## config.mk

```make
export PLATFORM = sky130hd
export DESIGN_NAME = misr_ora
export DESIGN_NICKNAME = d
export VERILOG_FILES = /design/src/rtl/lbist_pkg.sv /design/src/rtl/misr_core.sv /design/src/rtl/misr_ora.sv
export SDC_FILE = /design/constraint.sdc
export NUM_CORES = 1
export LEC_CHECK = 0
export CORE_UTILIZATION = 47
export DETAILED_ROUTE_END_ITERATION = 7
export PLACE_DENSITY_LB_ADDON = 0.05
export SYNTH_ARGS = -nofsm -noshare
export SYNTH_HDL_FRONTEND = slang
export SYNTH_HIERARCHICAL = 1
export SYNTH_SLANG_ARGS = --single-unit
```

## constraint.sdc

```tcl
create_clock -name clk -period 2.9 [get_ports clk]
set_input_delay 0.29 -clock clk [delete_from_list [all_inputs] [get_ports clk]]
set_output_delay 0.29 -clock clk [all_outputs]
set_load 0.03 [all_outputs]
```

## src/rtl/lbist_pkg.sv

```systemverilog
// Shared LBIST definitions: FSM encoding, count width and
// default primitive tap masks used by the generator and the MISR.
package lbist_pkg;

  localparam int CNT_W = 16;

  typedef logic [1:0] state_t;

  localparam state_t ST_IDLE    = 2'd0;
  localparam state_t ST_COMPACT = 2'd1;
  localparam state_t ST_CHECK   = 2'd2;
  localparam state_t ST_DONE    = 2'd3;

  function automatic logic [31:0] default_taps(input int w);
    logic [31:0] m;
    case (w)
      2:       m = 32'h0000_0003;
      3:       m = 32'h0000_0003;
      4:       m = 32'h0000_0003;
      5:       m = 32'h0000_0005;
      6:       m = 32'h0000_0003;
      7:       m = 32'h0000_0003;
      8:       m = 32'h0000_001D;
      16:      m = 32'h0000_002D;
      32:      m = 32'h0000_00C5;
      default: m = 32'h0000_0003;
    endcase
    return m;
  endfunction

endpackage

```

## src/rtl/misr_core.sv

```systemverilog
// Shift/XOR signature register: right shift with XOR-reduced
// feedback into the MSB, response word folded in on enable.
module misr_core
  import lbist_pkg::*;
#(
  parameter int unsigned           WIDTH = 4,
  parameter logic [WIDTH-1:0]      POLY  = WIDTH'(4'b0011),
  parameter logic [WIDTH-1:0]      SEED  = '0
) (
  input  logic             clk,
  input  logic             load_seed,
  input  logic             en,
  input  logic [WIDTH-1:0] resp,
  output logic [WIDTH-1:0] sig
);

  logic             fb;
  logic [WIDTH-1:0] sig_next;

  // feedback tap parity and next signature
  always_comb begin
    fb       = ^(POLY & sig);
    sig_next = {fb, sig[WIDTH-1:1]} ^ resp;
  end

  // seed reload wins over compaction
  always_ff @(posedge clk) begin
    if (load_seed)
      sig <= SEED;
    else if (en)
      sig <= sig_next;
  end

endmodule

```

## src/rtl/misr_ora.sv

```systemverilog
// MISR output response analyzer: run FSM, word count and
// golden signature compare around misr_core.
module misr_ora
  import lbist_pkg::*;
#(
  parameter int unsigned      WIDTH  = 4,
  parameter logic [WIDTH-1:0] POLY   = WIDTH'(4'b0011),
  parameter logic [WIDTH-1:0] SEED   = '0,
  parameter int unsigned      NPAT   = 15,
  parameter logic [WIDTH-1:0] GOLDEN = '0
) (
  input  logic              clk,
  input  logic              rst,
  input  logic              start,
  input  logic              valid,
  input  logic [WIDTH-1:0]  resp,
  input  logic              rpg_end,
  output logic              busy,
  output logic              done,
  output logic              pass,
  output logic              fail,
  output logic [WIDTH-1:0]  signature,
  output logic [CNT_W-1:0]  count
);

  localparam logic [CNT_W-1:0] LAST_IDX = CNT_W'(NPAT - 1);

  state_t state;
  logic   can_start;
  logic   load_seed;
  logic   take;
  logic   last;
  logic   match;

  // run control decode
  always_comb begin
    can_start = (state == ST_IDLE) || (state == ST_DONE);
    load_seed = rst || (start && can_start);
    take      = (state == ST_COMPACT) && valid;
    last      = (state == ST_COMPACT) &&
                (rpg_end || (valid && (count == LAST_IDX)));
    match     = (signature == GOLDEN);
    busy      = (state == ST_COMPACT) || (state == ST_CHECK);
    done      = (state == ST_DONE);
  end

  misr_core #(
    .WIDTH (WIDTH),
    .POLY  (POLY),
    .SEED  (SEED)
  ) u_core (
    .clk       (clk),
    .load_seed (load_seed),
    .en        (take),
    .resp      (resp),
    .sig       (signature)
  );

  // run FSM, accepted-word count and registered verdict
  always_ff @(posedge clk) begin
    if (rst) begin
      state <= ST_IDLE;
      count <= '0;
      pass  <= 1'b0;
      fail  <= 1'b0;
    end else begin
      case (state)
        ST_IDLE: begin
          if (start) begin
            state <= ST_COMPACT;
            count <= '0;
          end
        end
        ST_COMPACT: begin
          if (valid)
            count <= count + 1'b1;
          if (last)
            state <= ST_CHECK;
        end
        ST_CHECK: begin
          pass  <= match;
          fail  <= !match;
          state <= ST_DONE;
        end
        ST_DONE: begin
          if (start) begin
            state <= ST_COMPACT;
            count <= '0;
            pass  <= 1'b0;
            fail  <= 1'b0;
          end
        end
        default: state <= ST_IDLE;
      endcase
    end
  end

endmodule

```

; Word-level counts from Yosys, hierarchy flattened
; Index checks and enable logic that the tools add are counted.
; W data, S select, Z words.
[totals]
wordCells = 42
out_inout_bits = 24
input_bits = 9
register_bits = 24
[op_classes]
n_addsub = 1
n_mux = 9
n_eq_ne = 8
n_reduce_logical = 18
bitwise_logic = 1
[op_table]
columns = operator, count
row1 = $mux W16, 2
row2 = $pmux W16 S2, 1
row3 = $add A16 B1 Y16 const B, 1
row4 = $eq A16 B4 Y1 const B, 1
row5 = $ne A2 B2 Y1 const B, 3
row6 = $pmux W2 S3, 1
row7 = $eq A2 B2 Y1 const B, 2
row8 = $logic_and A1 B1 Y1, 4
row9 = $logic_not A4 Y1, 1
row10 = $logic_or A1 B1 Y1, 4
row11 = $mux W2, 2
row12 = $pmux W1 S2, 2
row13 = $reduce_and A2 Y1, 2
row14 = $reduce_bool A2 Y1, 2
row15 = $reduce_xor A4 Y1, 1
row16 = $xor A4 B4 Y4, 1
row17 = $reduce_and A3 Y1, 1
row18 = $eq A2 B1 Y1 const B, 1
row19 = $logic_not A2 Y1, 1
row20 = $ne A2 B1 Y1 const B, 1
row21 = $reduce_or A2 Y1, 1
row22 = $logic_not A1 Y1, 1
row23 = $mux W1, 1

; Depth between registers and ports, before layout
[logic_depth]
ltp_word = 6
depth_mapped = 7
depth_no_buf = 6

; Hierarchy
; The synthesis kept the hierarchy.
[by_module_without_submodules]
columns = module, area_each_um2, seq_area_each_um2, n_inst, cells_each
row1 = misr_ora, 1062.3, 400.4, 1, 124
row2 = misr_core, 185.2, 80.1, 1, 17

; Worst setup path after synthesis
; Ideal clock, no wire load.
[synth_path]
kind = reg2reg
start = register state[0]
end = register count[13]
path_stages_with_launch = 7
slack_ns = 0.824
period_less_slack_ns = 2.076
required_time_ns = 2.830
n_path_buf = 0
t_arrival_ns = 2.005
setup_time_ns = 0.070
path_cell_list = dfxtp_1 -> inv_1 -> ha_1 -> nor2b_1 -> or4_4 -> or4_1 -> a21oi_1
[synth_via]
elab_chain_cells = 4
word_cells_on_any_way = 9
classes_between = 4 x eq/ne / 1 x mux / 4 x reduce/logical
[synth_lines]
columns = element, line
row1 = "start, declared", misr_ora.sv:28  ; state_t state;
row2 = "start signal, assigned", misr_ora.sv:62  ; state <= ST_IDLE;
row3 = "start signal, assigned", misr_ora.sv:70  ; state <= ST_COMPACT;
row4 = "start signal, assigned", misr_ora.sv:78  ; state <= ST_CHECK;
row5 = $eq A2 B2 Y1 or $logic_not A2 Y1 (tied branches), misr_ora.sv:67  ; case (state)
row6 = $reduce_or A2 Y1 (no line), --
row7 = $ne A2 B1 Y1 (no line) or $reduce_bool A2 Y1 (tied branches), --
row8 = $reduce_and A3 Y1 (no line), --
row9 = "end signal, assigned", misr_ora.sv:76  ; count <= count + 1'b1;
row10 = "end, declared", misr_ora.sv:23  ; output logic [CNT_W-1:0] count
; Several ways; a longest one is shown, not always the timed one.
; A chain may end at the register's enable or synchronous reset.

; Worst setup path in the final report
; Ends and elaborated chain as after synthesis.

==> metrics.md <==
| Metric | Value |
|---|---|
| Status | `finished, final reports clean` |
| Worst skew pair latency | `between 0.3 and 0.4 ns` |
| Routed wl met2 | `about 1300 um` |
| RSZ-0062 raised after global routing | `false` |
| Slew @ Worst Pin | `about 0.63 ns` |
| Simple-Gate Fraction of Synth Area | `0.2568` |
| VDD IR-drop max | `0.5346 mV` |
| TritonCTS clock tree | `built` |
| Placed cell area | `between 1500 and 2000 um2` |
| HP Class | `flip-flop to flip-flop` |
| DR iter-0 viols | `30` |
| WS Path Type | `flip-flop to flip-flop` |
| Vias in the first global route | `between 1000 and 1500` |
| Initial Util | `0.4990` |
| GRT Total Usage | `0.2145` |
| Total grt overflow | `0` |
| Largest net degree at the start of global routing | `17` |
| Setup violators final | `0` |
| Max_cap viols | `0` |
| Pwr/cell area | `about 650 nW/um2` |
| Yosys warning count | `6` |
| Synth Area in XOR/XNOR | `0.05416` |
| Drt first pass iters | `4` |
| DP HPWL | `2006 um` |
| Initial antenna violation count | `0` |
| Total routed wirelength | `around 2800 um` |
| Reg2reg end | `count[13]$_SDFFE_PP0P_` |
| Via density | `roughly 5.7` |
| Most frequent cells in the layout | `clkdlybuf4s50_1, dfxtp_1, a21oi_1` |
| M1 WL | `approximately 1400 um` |
| Hold Fails Final Rpt | `0` |
| Layout cells sized above 1 | `0.04070` |
| Post-Syn Instances | `141` |
| Compound-gate portion of the synthesized area | `0.1946` |
| Leak | `0.5272 nW` |
| Reg-to-reg startpoint | `state[0]$_SDFFE_PP0P_` |
| Final worst setup slack | `~0.55 ns` |
| Vias | `1155` |
| Top routing layer in use | `met4` |
| Final Skew | `~0.0026 ns` |
| Num rows | `18` |
| H-tree depth | `1` |
| Clk root buf | `clkbuf_4` |
| Hold path start | `fail$_SDFFE_PP0P_` |
| Top achievable clock speed | `between 0.4 and 0.5 GHz` |
| P&R area growth vs syn | `28.59%` |
| Met3 wire length | `about 75 um` |
| Final worst path period need | `between 2 and 2.5 ns` |
| Critical path launch point type | `flip-flop` |
| Die H | `53.52 um` |
| DRC | `0` |
| Pins over their slew limit | `0` |
| Final Cycle Share | `0.8120` |
| Cts repair resizes | `0` |
| Flop2flop setup slack | `about 0.55 ns` |
| RePlAce Congestion | `0.7527` |
| Antenna viol nets, final | `0` |
| Die area | `roughly 2900 um2` |
| Top Ports | `33` |
| Setup TNS | `0 ns` |
| CTS Buffer Depth | `2` |
| Largest family of logic cells by synthesized area | `simple AND/OR/NAND/NOR gates` |
| CP endpoint kind | `flip-flop` |
| Final Instance Area | `roughly 1600 um2` |
| Place WS | `slightly above 0.6 ns` |
| WHS Endpoint | `fail$_SDFFE_PP0P_` |
| Postcts setup bufs | `0` |
| Synthesized area | `~1200 um2` |
| Clock Pin Slew Worst Setup and Hold Paths | `0.14 ns` |
| Crit path cell chain | `inv_1 > ha_1 > nor2b_1 > or4_4 > or4_1 > a21oi_1` |
| First-pass GRT wire length | `between 4000 and 5000 um` |
| CTS Sinks | `24` |
| CP max stage delay | `slightly below 0.6 ns` |
| Slowest-stage cell, CP | `or4_4` |
| Diode count | `0` |
| Cell depth of the worst flop-to-flop path | `6` |
| Sequential area share after synthesis | `0.3852` |
| Net Count, Synth | `between 150 and 200` |
| Post-Synth Adder-Cell Area | `0.05015` |
| Port Buf Inserts | `32` |
| Die Span X | `53.52 um` |
| Hold depth | `2` |
| WP data arrival | `between 2 and 3 ns` |
| Commonest non-fill, non-tap cell in the layout | `clkdlybuf4s50_1` |
| Mux cell area share after synthesis | `0.008024` |
| CP Data Required Time | `3.16 ns` |
| Layout Nets | `approximately 190` |
| CTS Hold Bufs | `0` |
| Avg Cell Area, Syn | `between 8 and 9 um2` |
| Synth unique cells | `38` |
| WL per Instance | `roughly 14 um` |
| Yosys reg bits | `24` |
| Slew headroom | `0.5799` |
| Largest fanout on the critical path | `14` |
| Clock buffer count from CTS | `3` |
| Core Region | `2500 um2` |
[sequential cells by signal, summed over array words and instances, names as in the netlist]
| name | cells |
|---|---|
| count | 16 |
| fail | 1 |
| pass | 1 |
| state | 2 |
| u_core/sig | 4 |
[layer usage]
| metal | GRT usage | vias up |
|---|---|---|
| met4 | 0.05263 | 0 |
| met1 | 0.2850 | 555 |
| met3 | 0.03448 | 4 |
| met2 | 0.3583 | 15 |
| met5 | 0 | - |
| li1 | - | 581 |
[logic make-up (layout without fill, tap and decap cells)]
family / after synthesis / count (layout)
mux: 1 / 1
xor+xnor: 6 / 6
flops: 24 / 24
simple gates: 52 / 52
fa+ha+maj: 5 / 5
buf+inv: 12 / 43
compound gates: 41 / 41
[cells in the mapped netlist]
master | number | area share
a21boi_0 | 1 | 0.0060
nand3_1 | 3 | 0.012
nand2_1 | 6 | 0.018
nor4_1 | 3 | 0.015
nor2b_1 | 2 | 0.010
and2_1 | 1 | 0.0050
dfxtp_1 | 24 | 0.39
xnor2_1 | 5 | 0.035
or4b_4 | 1 | 0.011
nor2b_4 | 1 | 0.011
clkbuf_1 | 2 | 0.0060
buf_4 | 1 | 0.0060
o21ai_1 | 4 | 0.016
nor2_1 | 9 | 0.027
nor3_1 | 1 | 0.0040
a211o_1 | 1 | 0.0070
buf_6 | 2 | 0.018
or2b_1 | 1 | 0.0060
a211oi_1 | 4 | 0.024
mux2i_1 | 1 | 0.0080
nand4_1 | 3 | 0.015
o31ai_1 | 4 | 0.024
nand2b_1 | 2 | 0.010
and4_1 | 2 | 0.014
or3_1 | 10 | 0.050
a22oi_1 | 1 | 0.0060
inv_1 | 7 | 0.021
xor3_1 | 1 | 0.019
a21o_1 | 1 | 0.0060
nor4bb_1 | 2 | 0.016
or4_1 | 3 | 0.018
o21ai_0 | 7 | 0.028
and3_1 | 1 | 0.0050
a41oi_1 | 1 | 0.0070
ha_1 | 5 | 0.050
o21a_1 | 1 | 0.0060
a21oi_1 | 16 | 0.064
or4_4 | 1 | 0.0090
[per-stage QoR]
| stage | hold slack, ns | utilization | instances | power (mW) |
|---|---|---|---|---|
| floorplan | 0.3591 | - | 141 | 0.7287 |
| detailed placement | 0.4636 | 0.6271 | 198 | 0.8638 |
| global placement | 0.4407 | 0.6271 | 198 | 0.8475 |
| finish | 0.4744 | 0.6416 | 202 | 1.042 |
| global route | 0.5059 | 0.6416 | 202 | 1.106 |
| CTS | 0.4821 | 0.6416 | 202 | 1.044 |
[cell type report]
cell class	instances	area, um2
tap	30	37.54
clock buffer	4	36.28
sequential	24	480.5
timing repair buffer	32	320.3
inverter	7	26.28
fill	229	895.9
multi-input combinational	105	703.2
[critical path: cells and delay by family, from the launching register on]
family	cells	cell delay (ns)
adder cells (fa/ha/maj)	1	0.35
AND/OR/NAND/NOR	3	1.31
buffers and inverters	1	0.07
flip-flops	1	0.41
AO/OA/AOI/OAI	1	0.14
[report_power, final]
group,total (mW),switching (mW),leakage [nW],internal [mW]
clock,0.182,0.106,0.0210,0.0768
sequential,0.407,0.0395,0.195,0.368
combinational,0.452,0.257,0.311,0.195
total,1.04,0.402,0.527,0.640
[worst max-delay path by stage]
stage                                     start                endpoint
after global placement                    valid  count[13]$_SDFFE_PP0P_
final                     state[0]$_SDFFE_PP0P_  count[13]$_SDFFE_PP0P_
after global routing      state[0]$_SDFFE_PP0P_  count[13]$_SDFFE_PP0P_
after detailed placement  state[0]$_SDFFE_PP0P_  count[13]$_SDFFE_PP0P_
after floorplan           state[0]$_SDFFE_PP0P_  count[13]$_SDFFE_PP0P_
after CTS                 state[0]$_SDFFE_PP0P_  count[13]$_SDFFE_PP0P_
Power figures use the tool's default switching activity.
